===== src/rtl/branch_pkg.sv =====
// Shared definitions for the branch/PC sequencer: opcodes,
// instruction field positions and FSM state encoding.
package branch_pkg;

    localparam int OPC_HI = 31;
    localparam int OPC_LO = 26;
    localparam int RS_HI  = 25;
    localparam int RS_LO  = 21;
    localparam int OFF_HI = 20;
    localparam int OFF_LO = 0;

    localparam logic [5:0] OP_B    = 6'b100000;
    localparam logic [5:0] OP_BL   = 6'b100001;
    localparam logic [5:0] OP_BZ   = 6'b100010;
    localparam logic [5:0] OP_BNZ  = 6'b100011;
    localparam logic [5:0] OP_BLTZ = 6'b100100;
    localparam logic [5:0] OP_BR   = 6'b100101;

    typedef enum logic [1:0] {
        IDLE   = 2'd0,
        DECODE = 2'd1,
        READ   = 2'd2,
        UPDATE = 2'd3
    } state_t;

    // Branches whose outcome or target depends on a register value
    function automatic logic is_reg_br(input logic [5:0] op);
        return (op == OP_BZ) || (op == OP_BNZ) ||
               (op == OP_BLTZ) || (op == OP_BR);
    endfunction

endpackage


===== src/rtl/branch_pc_sequencer_imm21_sext.sv =====
// Sign extension of the branch offset field to datapath width.
module imm21_sext #(
    parameter int OFF_W = 21,
    parameter int XLEN  = 32
) (
    input  logic [OFF_W-1:0] off,
    output logic [XLEN-1:0]  sext
);

    assign sext = {{(XLEN-OFF_W){off[OFF_W-1]}}, off};

endmodule


===== src/rtl/branch_pc_sequencer.sv =====
// Program counter owner: accepts one instruction at a time, resolves
// branches (reading the register file when needed) and commits the PC.
module branch_pc_sequencer
    import branch_pkg::*;
#(
    parameter int          XLEN     = 32,
    parameter int          OFF_W    = 21,
    parameter logic [31:0] RESET_PC = 32'h0000_0000,
    parameter logic [4:0]  LINK_REG = 5'd31
) (
    input  logic            clk,
    input  logic            rst_n,
    input  logic            instr_valid,
    input  logic [31:0]     instr,
    output logic            instr_ready,
    output logic [4:0]      rf_raddr,
    input  logic [XLEN-1:0] rf_rdata,
    output logic [XLEN-1:0] pc_out,
    output logic [XLEN-1:0] next_pc,
    output logic            pc_update,
    output logic            taken,
    output logic            link_we,
    output logic [4:0]      link_waddr,
    output logic [XLEN-1:0] link_wdata,
    output logic            busy
);

    state_t          state_q, state_d;
    logic [31:0]     ir_q;
    logic [XLEN-1:0] pc_q;
    logic [XLEN-1:0] npc_q, npc_d;
    logic            tkn_q, tkn_d;
    logic            latch;

    logic [5:0]       op;
    logic [4:0]       rs;
    logic [OFF_W-1:0] off;
    logic [XLEN-1:0]  sext;
    logic [XLEN-1:0]  fall;
    logic [XLEN-1:0]  tgt;
    logic             reg_br;

    assign op     = ir_q[OPC_HI:OPC_LO];
    assign rs     = ir_q[RS_HI:RS_LO];
    assign off    = ir_q[OFF_HI:OFF_LO];
    assign reg_br = is_reg_br(op);

    imm21_sext #(
        .OFF_W (OFF_W),
        .XLEN  (XLEN)
    ) u_sext (
        .off  (off),
        .sext (sext)
    );

    // Byte offset relative to the fall-through address; wraps mod 2^XLEN
    assign fall = pc_q + XLEN'(4);
    assign tgt  = fall + sext;

    always_comb begin
        state_d = state_q;
        npc_d   = npc_q;
        tkn_d   = tkn_q;
        latch   = 1'b0;
        unique case (state_q)
            IDLE: begin
                if (instr_valid) begin
                    latch   = 1'b1;
                    state_d = DECODE;
                end
            end
            DECODE: begin
                if (reg_br) begin
                    state_d = READ;
                end else begin
                    tkn_d   = (op == OP_B) || (op == OP_BL);
                    npc_d   = tkn_d ? tgt : fall;
                    state_d = UPDATE;
                end
            end
            READ: begin
                unique case (1'b1)
                    (op == OP_BZ):   tkn_d = (rf_rdata == '0);
                    (op == OP_BNZ):  tkn_d = (rf_rdata != '0);
                    (op == OP_BLTZ): tkn_d = rf_rdata[XLEN-1];
                    (op == OP_BR):   tkn_d = 1'b1;
                    default:         tkn_d = 1'b0;
                endcase
                if (op == OP_BR) begin
                    npc_d = rf_rdata;
                end else begin
                    npc_d = tkn_d ? tgt : fall;
                end
                state_d = UPDATE;
            end
            UPDATE: begin
                state_d = IDLE;
            end
            default: begin
                state_d = IDLE;
            end
        endcase
    end

    always_ff @(posedge clk or negedge rst_n) begin
        if (!rst_n) begin
            state_q <= IDLE;
            ir_q    <= '0;
            pc_q    <= RESET_PC;
            npc_q   <= '0;
            tkn_q   <= 1'b0;
        end else begin
            state_q <= state_d;
            npc_q   <= npc_d;
            tkn_q   <= tkn_d;
            if (latch) begin
                ir_q <= instr;
            end
            if (state_q == UPDATE) begin
                pc_q <= npc_q;
            end
        end
    end

    assign instr_ready = (state_q == IDLE);
    assign busy        = (state_q != IDLE);
    assign pc_update   = (state_q == UPDATE);
    assign taken       = pc_update & tkn_q;
    assign link_we     = pc_update & (op == OP_BL);
    assign link_waddr  = LINK_REG;
    assign link_wdata  = fall;
    assign pc_out      = pc_q;
    assign next_pc     = npc_q;
    assign rf_raddr    = (reg_br && (state_q == DECODE || state_q == READ))
                         ? rs : 5'd0;

endmodule

===== config.mk =====
export PLATFORM = sky130hd
export DESIGN_NAME = branch_pc_sequencer
export DESIGN_NICKNAME = d
export VERILOG_FILES = /design/src/rtl/branch_pkg.sv /design/src/rtl/branch_pc_sequencer_imm21_sext.sv /design/src/rtl/branch_pc_sequencer.sv
export SDC_FILE = /design/constraint.sdc
export NUM_CORES = 1
export LEC_CHECK = 0
export BUFFER_PORTS_ARGS = -buffer_cell sky130_fd_sc_hd__buf_2
export CORE_UTILIZATION = 45
export CTS_BUF_LIST = sky130_fd_sc_hd__clkbuf_4 sky130_fd_sc_hd__clkbuf_8
export DETAILED_ROUTE_END_ITERATION = 6
export PLACE_DENSITY_LB_ADDON = 0.15
export SKIP_CTS_REPAIR_TIMING = 1
export SYNTH_ARGS = -nofsm -noshare
export SYNTH_HDL_FRONTEND = slang
export SYNTH_SLANG_ARGS = --single-unit
export TNS_END_PERCENT = 10

===== constraint.sdc =====
create_clock -name clk -period 3.4 [get_ports clk]
set_input_delay 0.17 -clock clk [delete_from_list [all_inputs] [get_ports clk]]
set_output_delay 0.17 -clock clk [all_outputs]
set_load 0.01 [all_outputs]

# After elaboration in Yosys (flattened, before gate mapping)
# Index checks and enable logic that the tools add are counted.
[totals]
ff_bits = 99
in_bits = 67
out_inout_bits = 111
elab_cells = 47
[op_classes]
n_addsub = 2
n_eq_ne = 11
n_mux = 15
n_bitwise = 2
n_reduce_logical = 12
[op_table]
columns = ["cell", "count"]
rows = [
  ["$mux 32", 4],
  ["$pmux 32 s2", 1],
  ["$eq 6x6->1 const B", 6],
  ["$add 32x3->32 const B", 1],
  ["$add 32x32->32", 1],
  ["$logic_not 32->1", 1],
  ["$reduce_bool 32->1", 1],
  ["$pmux 2 s4", 1],
  ["$logic_or 1x1->1", 5],
  ["$mux 1", 5],
  ["$mux 5", 1],
  ["$eq 2x2->1 const B", 2],
  ["$ne 2x2->1 const B", 2],
  ["$pmux 1 s4", 1],
  ["$reduce_bool 2->1", 2],
  ["$and 1x1->1", 2],
  ["$eq 2x1->1 const B", 1],
  ["$logic_not 2->1", 1],
  ["$mux 2", 1],
  ["$pmux 1 s2", 1],
  ["$reduce_and 2->1", 1],
  ["$logic_and 1x1->1", 1],
]

# Logic depth before layout (Yosys ltp)
# Gate-level depths: netlist (run 1).
[logic_depth]
word_depth = 6
depth_mapped = 17
mapped_depth_nobuf = 17

# Modules after synthesis
# Synthesis (run 1) repeated with hierarchy kept, for this count alone.
[hier_totals]
hier_cells = 855
area_unflattened_um2 = 7712.4
[by_module_without_submodules]
columns = ["mod", "instances", "cells_per_inst", "area_per_inst_um2", "seq_area_each_um2"]
rows = [
  ["branch_pc_sequencer", 1, 823, 7472.2, 2477.4],
  ["imm21_sext", 1, 32, 240.2, 0.0],
]

# Worst setup path before layout (run 1)
# OpenSTA, ideal clock, no wires.
[synth_path]
path_type = "reg-to-reg"
start = "register pc_q[9], in the netlist pc_out[9]"
end = "register npc_q[28], in the netlist next_pc[28]"
setup_time_ps = 138
t_arrival_ps = 3714
required_ps = 3262
slack_ps = -453
stages_incl_launch_ff = 17
n_path_buf = 2
period_less_slack_ps = 3853
path_cell_list = "dfrtp_1 -> and4_4 -> nand4_4 -> or4_4 -> buf_6 -> nor3_2 -> xnor2_1 -> ha_1 -> clkbuf_1 -> inv_1 -> o21bai_1 -> a21oi_1 -> nand2_1 -> or2_2 -> mux2i_1 -> o31ai_1 -> or4_1"
[synth_between]
elab_chain_len = 5
word_cells_on_any_way = 7
cone_classes = "2 x add/sub; 5 x mux"
[synth_rtl]
columns = ["item", "line", "source"]
rows = [
  ["from (decl)", "branch_pc_sequencer.sv:30", "logic [XLEN-1:0] pc_q;"],
  ["from (signal assigned)", "branch_pc_sequencer.sv:120", "pc_q <= npc_q;"],
  ["$add 32x3->32 *", "branch_pc_sequencer.sv:57", "assign fall = pc_q + XLEN'(4);"],
  ["named net link_wdata[26]", "branch_pc_sequencer.sv:24", "output logic [XLEN-1:0] link_wdata,"],
  ["$add 32x32->32 *", "branch_pc_sequencer.sv:58", "assign tgt = fall + sext;"],
  ["$mux 32, on equally long branches", "branch_pc_sequencer.sv:92, branch_pc_sequencer.sv:77", ""],
  ["$mux 32, on equally long branches", "branch_pc_sequencer.sv:89, branch_pc_sequencer.sv:73", ""],
  ["$pmux 32 s2 *", "branch_pc_sequencer.sv:65", "unique case (state_q)"],
  ["to (signal assigned)", "branch_pc_sequencer.sv:114", "npc_q <= npc_d;"],
  ["to (decl)", "branch_pc_sequencer.sv:31", "logic [XLEN-1:0] npc_q, npc_d;"],
]
# The timed path passes the listed nets; every way through them passes the cells marked *. The select of a mux whose other input is x is not followed.
# A chain may end at the register's enable or synchronous reset.

# Worst setup path in the final report (run 1)
[layout_path]
start = "register pc_q[2], in the netlist pc_out[2]"
end = "register npc_q[28], in the netlist next_pc[28]"
[layout_between]
elab_chain_len = 5
word_cells_on_any_way = 7
cone_classes = "2 x add/sub; 5 x mux"
[layout_rtl]
columns = ["item", "line"]
rows = [
  ["$add 32x3->32 *", "branch_pc_sequencer.sv:57"],
  ["$add 32x32->32", "branch_pc_sequencer.sv:58"],
  ["$mux 32, on equally long branches", "branch_pc_sequencer.sv:92, branch_pc_sequencer.sv:77"],
  ["$mux 32, on equally long branches", "branch_pc_sequencer.sv:89, branch_pc_sequencer.sv:73"],
  ["$pmux 32 s2 *", "branch_pc_sequencer.sv:65"],
]
# Every way passes the cells marked *; elsewhere a longest branch is shown, timed or not. The select of a mux whose other input is x is not followed.

==> results of run 1 <==
[state kept, by name, summed over array words and instances, names as in the netlist]
signal / flops
ir_q: 32
next_pc: 32
pc_out: 32
state_q: 2
tkn_q: 1
[power by group through the flow]
stage | registers (mW) | logic [mW] | clock network (mW)
after floorplan | 2.29 | 4.71 | 0
after CTS | 2.20 | 7.79 | 0.989
after detailed placement | 2.23 | 7.74 | 0
after global placement | 2.20 | 7.69 | 0
after global routing | 2.29 | 8.74 | 1.03
final | 2.21 | 8.03 | 0.971
[layer usage]
layer	vias up	global-route usage	share of wire
li1	3656	-	-
met5	-	0	0
met3	32	0.0455	0.086
met4	0	0.0820	0.020
met2	366	0.399	0.40
met1	3512	0.467	0.49
[cells in the final DEF (no fill, tap or decap), drive strengths merged, types with 17 or more instances in the layout]
master	n
ha	43
nand2	96
xnor2	38
buf	301
dfrtp	99
mux2	63
a31oi	17
a21o	17
a21oi	65
nor2	62
inv	29
o21ai	57
nand3	19
[metrics by stage]
stage,hold WS [ps],std cells,utilization,power [mW]
floorplan,-126,859,-,7.00
global placement,353,1329,0.579,9.90
detailed placement,348,1329,0.579,9.97
CTS,-77.3,1345,0.594,11.0
global route,1.81,1351,0.601,12.1
finish,8.01,1351,0.601,11.2
[cell families (layout without fill, tap and decap cells)]
group | after synthesis | count (layout) | share of synthesized area
buf+inv | 75 | 347 | 0.0434
xor+xnor | 54 | 54 | 0.0661
fa+ha+maj | 44 | 44 | 0.0738
simple gates | 273 | 273 | 0.179
compound gates | 240 | 240 | 0.207
mux | 69 | 69 | 0.102
flops | 99 | 99 | 0.328
other cells | 1 | 5 | 0.000496
[how the worst min path moves through the flow]
| stage | startpoint | endpoint | depth (start not counted) |
|---|---|---|---|
| after floorplan | rst_n | ir_q[0] | 0 |
| after global placement | rst_n | pc_out[28] | 1 |
| after detailed placement | rst_n | pc_out[27] | 1 |
| after CTS | rst_n | pc_out[28] | 1 |
| after global routing | instr[3] | ir_q[3] | 2 |
| final | instr[9] | ir_q[9] | 2 |
[synthesized netlist by cell type (4+ instances only)]
master    count
dfrtp_1      99
nand2_1      95
a21oi_1      65
mux2_2       63
nor2_1       60
o21ai_0      48
ha_1         43
xnor2_1      38
clkbuf_1     29
inv_1        26
nand3_1      19
a21o_1       17
a31oi_1      16
and2_1       15
nand4_1      15
a211oi_1     14
xor2_1       14
and3_1       12
nor3_1       10
nor4_1       10
o211ai_1      9
buf_4         8
nand2b_1      8
buf_2         7
nor2b_1       7
o21bai_1      7
o22ai_1       7
mux2i_1       6
o21ai_1       6
a22oi_1       5
and4_1        5
o21a_1        5
a22o_1        4
buf_1         4
o31ai_1       4
[cell type report]
| class | count | area [um^2] | share of cell area |
|---|---|---|---|
| Multi-Input combinational cell | 685 | 4900 | 0.495 |
| Sequential cell | 99 | 2480 | 0.251 |
| Timing Repair Buffer | 305 | 1900 | 0.192 |
| Tap cell | 220 | 275 | 0.0278 |
| Clock buffer | 10 | 131 | 0.0133 |
| Clock inverter | 6 | 119 | 0.0120 |
| Inverter | 26 | 97.6 | 0.00986 |
==> qor.yml, run 1 <==
status: "complete, but fails checks"
violations: "negative setup slack"
path_class: "reg -> reg"
vias: 7566
min_path_type: "in -> reg"
syn-cell-area_um2: 7560
timing.setup.tns_ps: -220
fill_cells: 1519
start_util: 0.459
max_slew_margin: 0.393
required_ps: 3660
dp_slack_ps: -126
crit_path_end_kind: "flip-flop"
cts_max_path_buffers: 2
synth_seq_cells: 99
cp_cell_sequence: "ha_2 -> nand2_2 -> nor2_1 -> and4_1 -> xnor2_1 -> buf_4 -> inv_1 -> ha_1 -> and3_1 -> and4_1 -> o21ai_2 -> nand2_2 -> o2111ai_2 -> a31oi_4 -> a21boi_2 -> and4_1 -> or4_1"
grt_max_degree: 68
final.period_utilization: 1.03
synthTopCellsByArea: "dfrtp_1 (33%), mux2_2 (9.4%), ha_1 (7.1%)"
die_w_um: 132
cts-root-buf: "clkbuf_8"
diodes: 0
clk-insertion-delay-late_ps: 380
switching_share: 0.475
antenna_found_initial: 0
globalplace.congestion: 0.946
placed_area_um2: 9530
cts_tree: "done"
slew_violations: 0
yosysTopAreaCell: "dfrtp_1"
firstDrtPassIters: 5
cp_slowest_cell: "or4_1"
crit_path_end: "next_pc[28]"
layout-drive-gt1-share: 0.378
synth.distinct_cells: 74
tightest_slew_ps: 911
grt_pass1_wl_um: 39000
drtAntennaViolNets: 0
cap_violations: 0
p_int_mw: 5.89
rr_startpoint: "pc_out[2]"
rsz0062_at_grt: "true"
die_h_um: 132
post-dp-hpwl_um: 19800
clock.fmax_mhz: 287
p_leak_nw: 4.79
synth_cells: 855
start_kind: "flip-flop"
peakVddDrop_mv: 0.703
cp.depth: 17
crit_family: "simple AND/OR/NAND/NOR gates"
port_buffers: 172
wl_um: 25000
synth-main-ff-cell: "dfrtp_1"
gr-total-overflow: 0
grt_pass1_vias: 6913
drt-wirelength-per-cell_um: 18.5
core_um2: 16500
power.density_nw_per_um2: 1130
ys_warn_count: 0
drtIter0Drc: 573
fin_skew_ps: 13.1
viasPerCell: 5.60
hold_violations: 0
cp.buffers_inverters: 2
layout_min_cycle_time_ps: 3490
slowest_delay_ps: 470
num_rows: 47
fin_area_um2: 9900
startpoint: "pc_out[2]"
syn_area_per_cell_um2: 8.84
crit_path_frequent_cell: "and4_1"
path_clk_slew_ps: 110
h-tree-depth: 3
clockPowerShare: 0.087
cts.sinks: 99
numCtsBuffers: 9
p_switching_mw: 5.33
crit_arrival_ps: 3740
synth_top_area_frac: 0.328
crit_path_max_fanout: 3
drc: 0
sequentialPowerShare: 0.197
synth_edf_count: 0
io-pin-count: 178
setup_slack_ps: -86.2
combPwrFrac: 0.716
reg2reg_depth: 17
synth_seq_area_share: 0.328
setup_violations: 4
rr_endpoint: "next_pc[28]"
r2r_slack_ps: -90
async_flop_share: 1.00
grt_usage: 0.293
area_growth_pct: 31.0
layout.nets: 1237
die_area_um2: 17300
(Power assumes the default switching activity.)
==> run 2: changes to the inputs <==
HOLD_SLACK_MARGIN = 0.1   (was default)
==> qor.yml, run 2 (same netlist as run 1, synthesis figures left out) <==
antenna_found_initial: 0  # unchanged
fin_skew_ps: 12.6  # was 13.1 ps
layout-drive-gt1-share: 0.368  # was 0.378
slew_violations: 0  # unchanged
grt_pass1_wl_um: 39000  # unchanged
grt_usage: 0.293  # unchanged
p_switching_mw: 5.33  # about the same
crit_arrival_ps: 3770  # was 3740 ps
numCtsBuffers: 9  # unchanged
die_w_um: 132  # unchanged
violations: "negative setup slack"  # unchanged
port_buffers: 172  # unchanged
status: "complete, but fails checks"  # unchanged
required_ps: 3660  # about the same
vias: 7666  # was 7,566
timing.setup.tns_ps: -330  # was -220 ps
combPwrFrac: 0.717  # was 0.716
drc: 0  # unchanged
drtAntennaViolNets: 0  # unchanged
layout_commonest_cell: "buf_2"  # unchanged
diodes: 0  # unchanged
switching_share: 0.474  # was 0.475
p_leak_nw: 4.92  # was 4.79 nW
start_kind: "flip-flop"  # unchanged
firstDrtPassIters: 5  # unchanged
final.period_utilization: 1.03  # about the same
area_growth_pct: 35.0  # was 31.0%
clockPowerShare: 0.086  # was 0.087
layout_min_cycle_time_ps: 3510  # was 3490 ps
hold_violations: 0  # unchanged
clk-insertion-delay-late_ps: 380  # about the same
globalplace.congestion: 0.946  # unchanged
io-pin-count: 178  # unchanged
crit_path_max_fanout: 6  # was 3
num_rows: 47  # unchanged
layout_common_cells: "buf_2 (171), buf_4 (128), dfrtp_1 (96)"  # unchanged
rsz0062_at_grt: "true"  # unchanged
cap_violations: 0  # unchanged
dp_slack_ps: -126  # unchanged
min_path_type: "in -> reg"  # unchanged
grt_max_degree: 68  # unchanged
fill_cells: 1492  # was 1,519
cts.sinks: 99  # unchanged
drtIter0Drc: 506  # was 573
cts-root-buf: "clkbuf_8"  # unchanged
setup_slack_ps: -110  # was -86.2 ps
gr-total-overflow: 0  # unchanged
p_int_mw: 5.91  # was 5.89 mW
max_slew_margin: 0.393  # about the same
crit_path_end_kind: "flip-flop"  # unchanged
start_util: 0.459  # unchanged
wl_um: 25400  # was 25,000 um
layout.nets: 1267  # was 1,237
h-tree-depth: 3  # unchanged
path_class: "reg -> reg"  # unchanged
drt-wirelength-per-cell_um: 18.4  # was 18.5 um
power.density_nw_per_um2: 1100  # was 1130 nW/um^2
die_h_um: 132  # unchanged
peakVddDrop_mv: 0.666  # was 0.703 mV
grt_pass1_vias: 6913  # unchanged
fin_area_um2: 10200  # was 9900 um^2
cts_max_path_buffers: 2  # unchanged
clock.fmax_mhz: 285  # was 287 MHz
sequentialPowerShare: 0.197  # about the same
die_area_um2: 17300  # unchanged
setup_violations: 5  # was 4
post-dp-hpwl_um: 19800  # unchanged
core_um2: 16500  # unchanged
cts_tree: "done"  # unchanged
total_power_mw: 11.2  # about the same
tightest_slew_ps: 910  # was 911 ps
path_clk_slew_ps: 110  # about the same
placed_area_um2: 9530  # unchanged
viasPerCell: 5.55  # was 5.60
==> run 2: metrics by stage <==
step,hold slack [ps],std cells,util
6_report,99.7,1381,0.619
5_1_grt,108,1381,0.619
4_1_cts,-77.3,1345,0.594
3_5_place_dp,348,1329,0.579
3_3_place_gp,353,1329,0.579
2_1_floorplan,-126,859,-
==> run 2: layer usage <==
metal / GRT usage / up-vias / share of wire
met1: 0.467 / 3577 / 0.49
met2: 0.399 / 344 / 0.41
met5: 0 / - / 0
met3: 0.0455 / 34 / 0.081
met4: 0.0820 / 0 / 0.019
li1: - / 3711 / -
==> run 2: power groups by stage <==
stage	clock [mW]	sequential (mW)	combinational [mW]
finish	0.971	2.22	8.06
global route	1.03	2.29	8.78
CTS	0.989	2.20	7.79
floorplan	0	2.29	4.71
detailed placement	0	2.23	7.74
global placement	0	2.20	7.69
==> run 2: area by class of cell <==
| cell class | instances | area (um^2) | area share |
|---|---|---|---|
| clock buffer | 10 | 131 | 0.0129 |
| clock inverter | 6 | 119 | 0.0117 |
| inverter | 26 | 97.6 | 0.00957 |
| multi-input combinational | 685 | 4900 | 0.480 |
| sequential | 99 | 2480 | 0.243 |
| tap | 220 | 275 | 0.0270 |
| timing repair buffer | 335 | 2200 | 0.215 |
==> run 2: critical path, stage by stage, from the launching register on <==
cell and delay, ps:
dfrtp_1 370, ha_2 190, nand2_2 70, buf_4 130, or4_4 610, nor3_4 180, xnor2_2 190, ha_1 310
inv_2 60, o21bai_1 70, a21oi_2 250, nand2_1 100, or2_4 230, mux2i_1 130, o31ai_1 80, or4_1 410
==> run 2: final timing paths <==
check,slack [ps],end,startpoint,cells past startpoint
max,-110,next_pc[28],pc_out[2],15
min,100,next_pc[22],rf_rdata[22],3
max reg2reg,-110,next_pc[28],pc_out[2],15
min reg2reg,500,tkn_q,tkn_q,2
max in group asynchronous,2130,next_pc[17],rst_n,3
min in group asynchronous,430,pc_out[28],rst_n,2
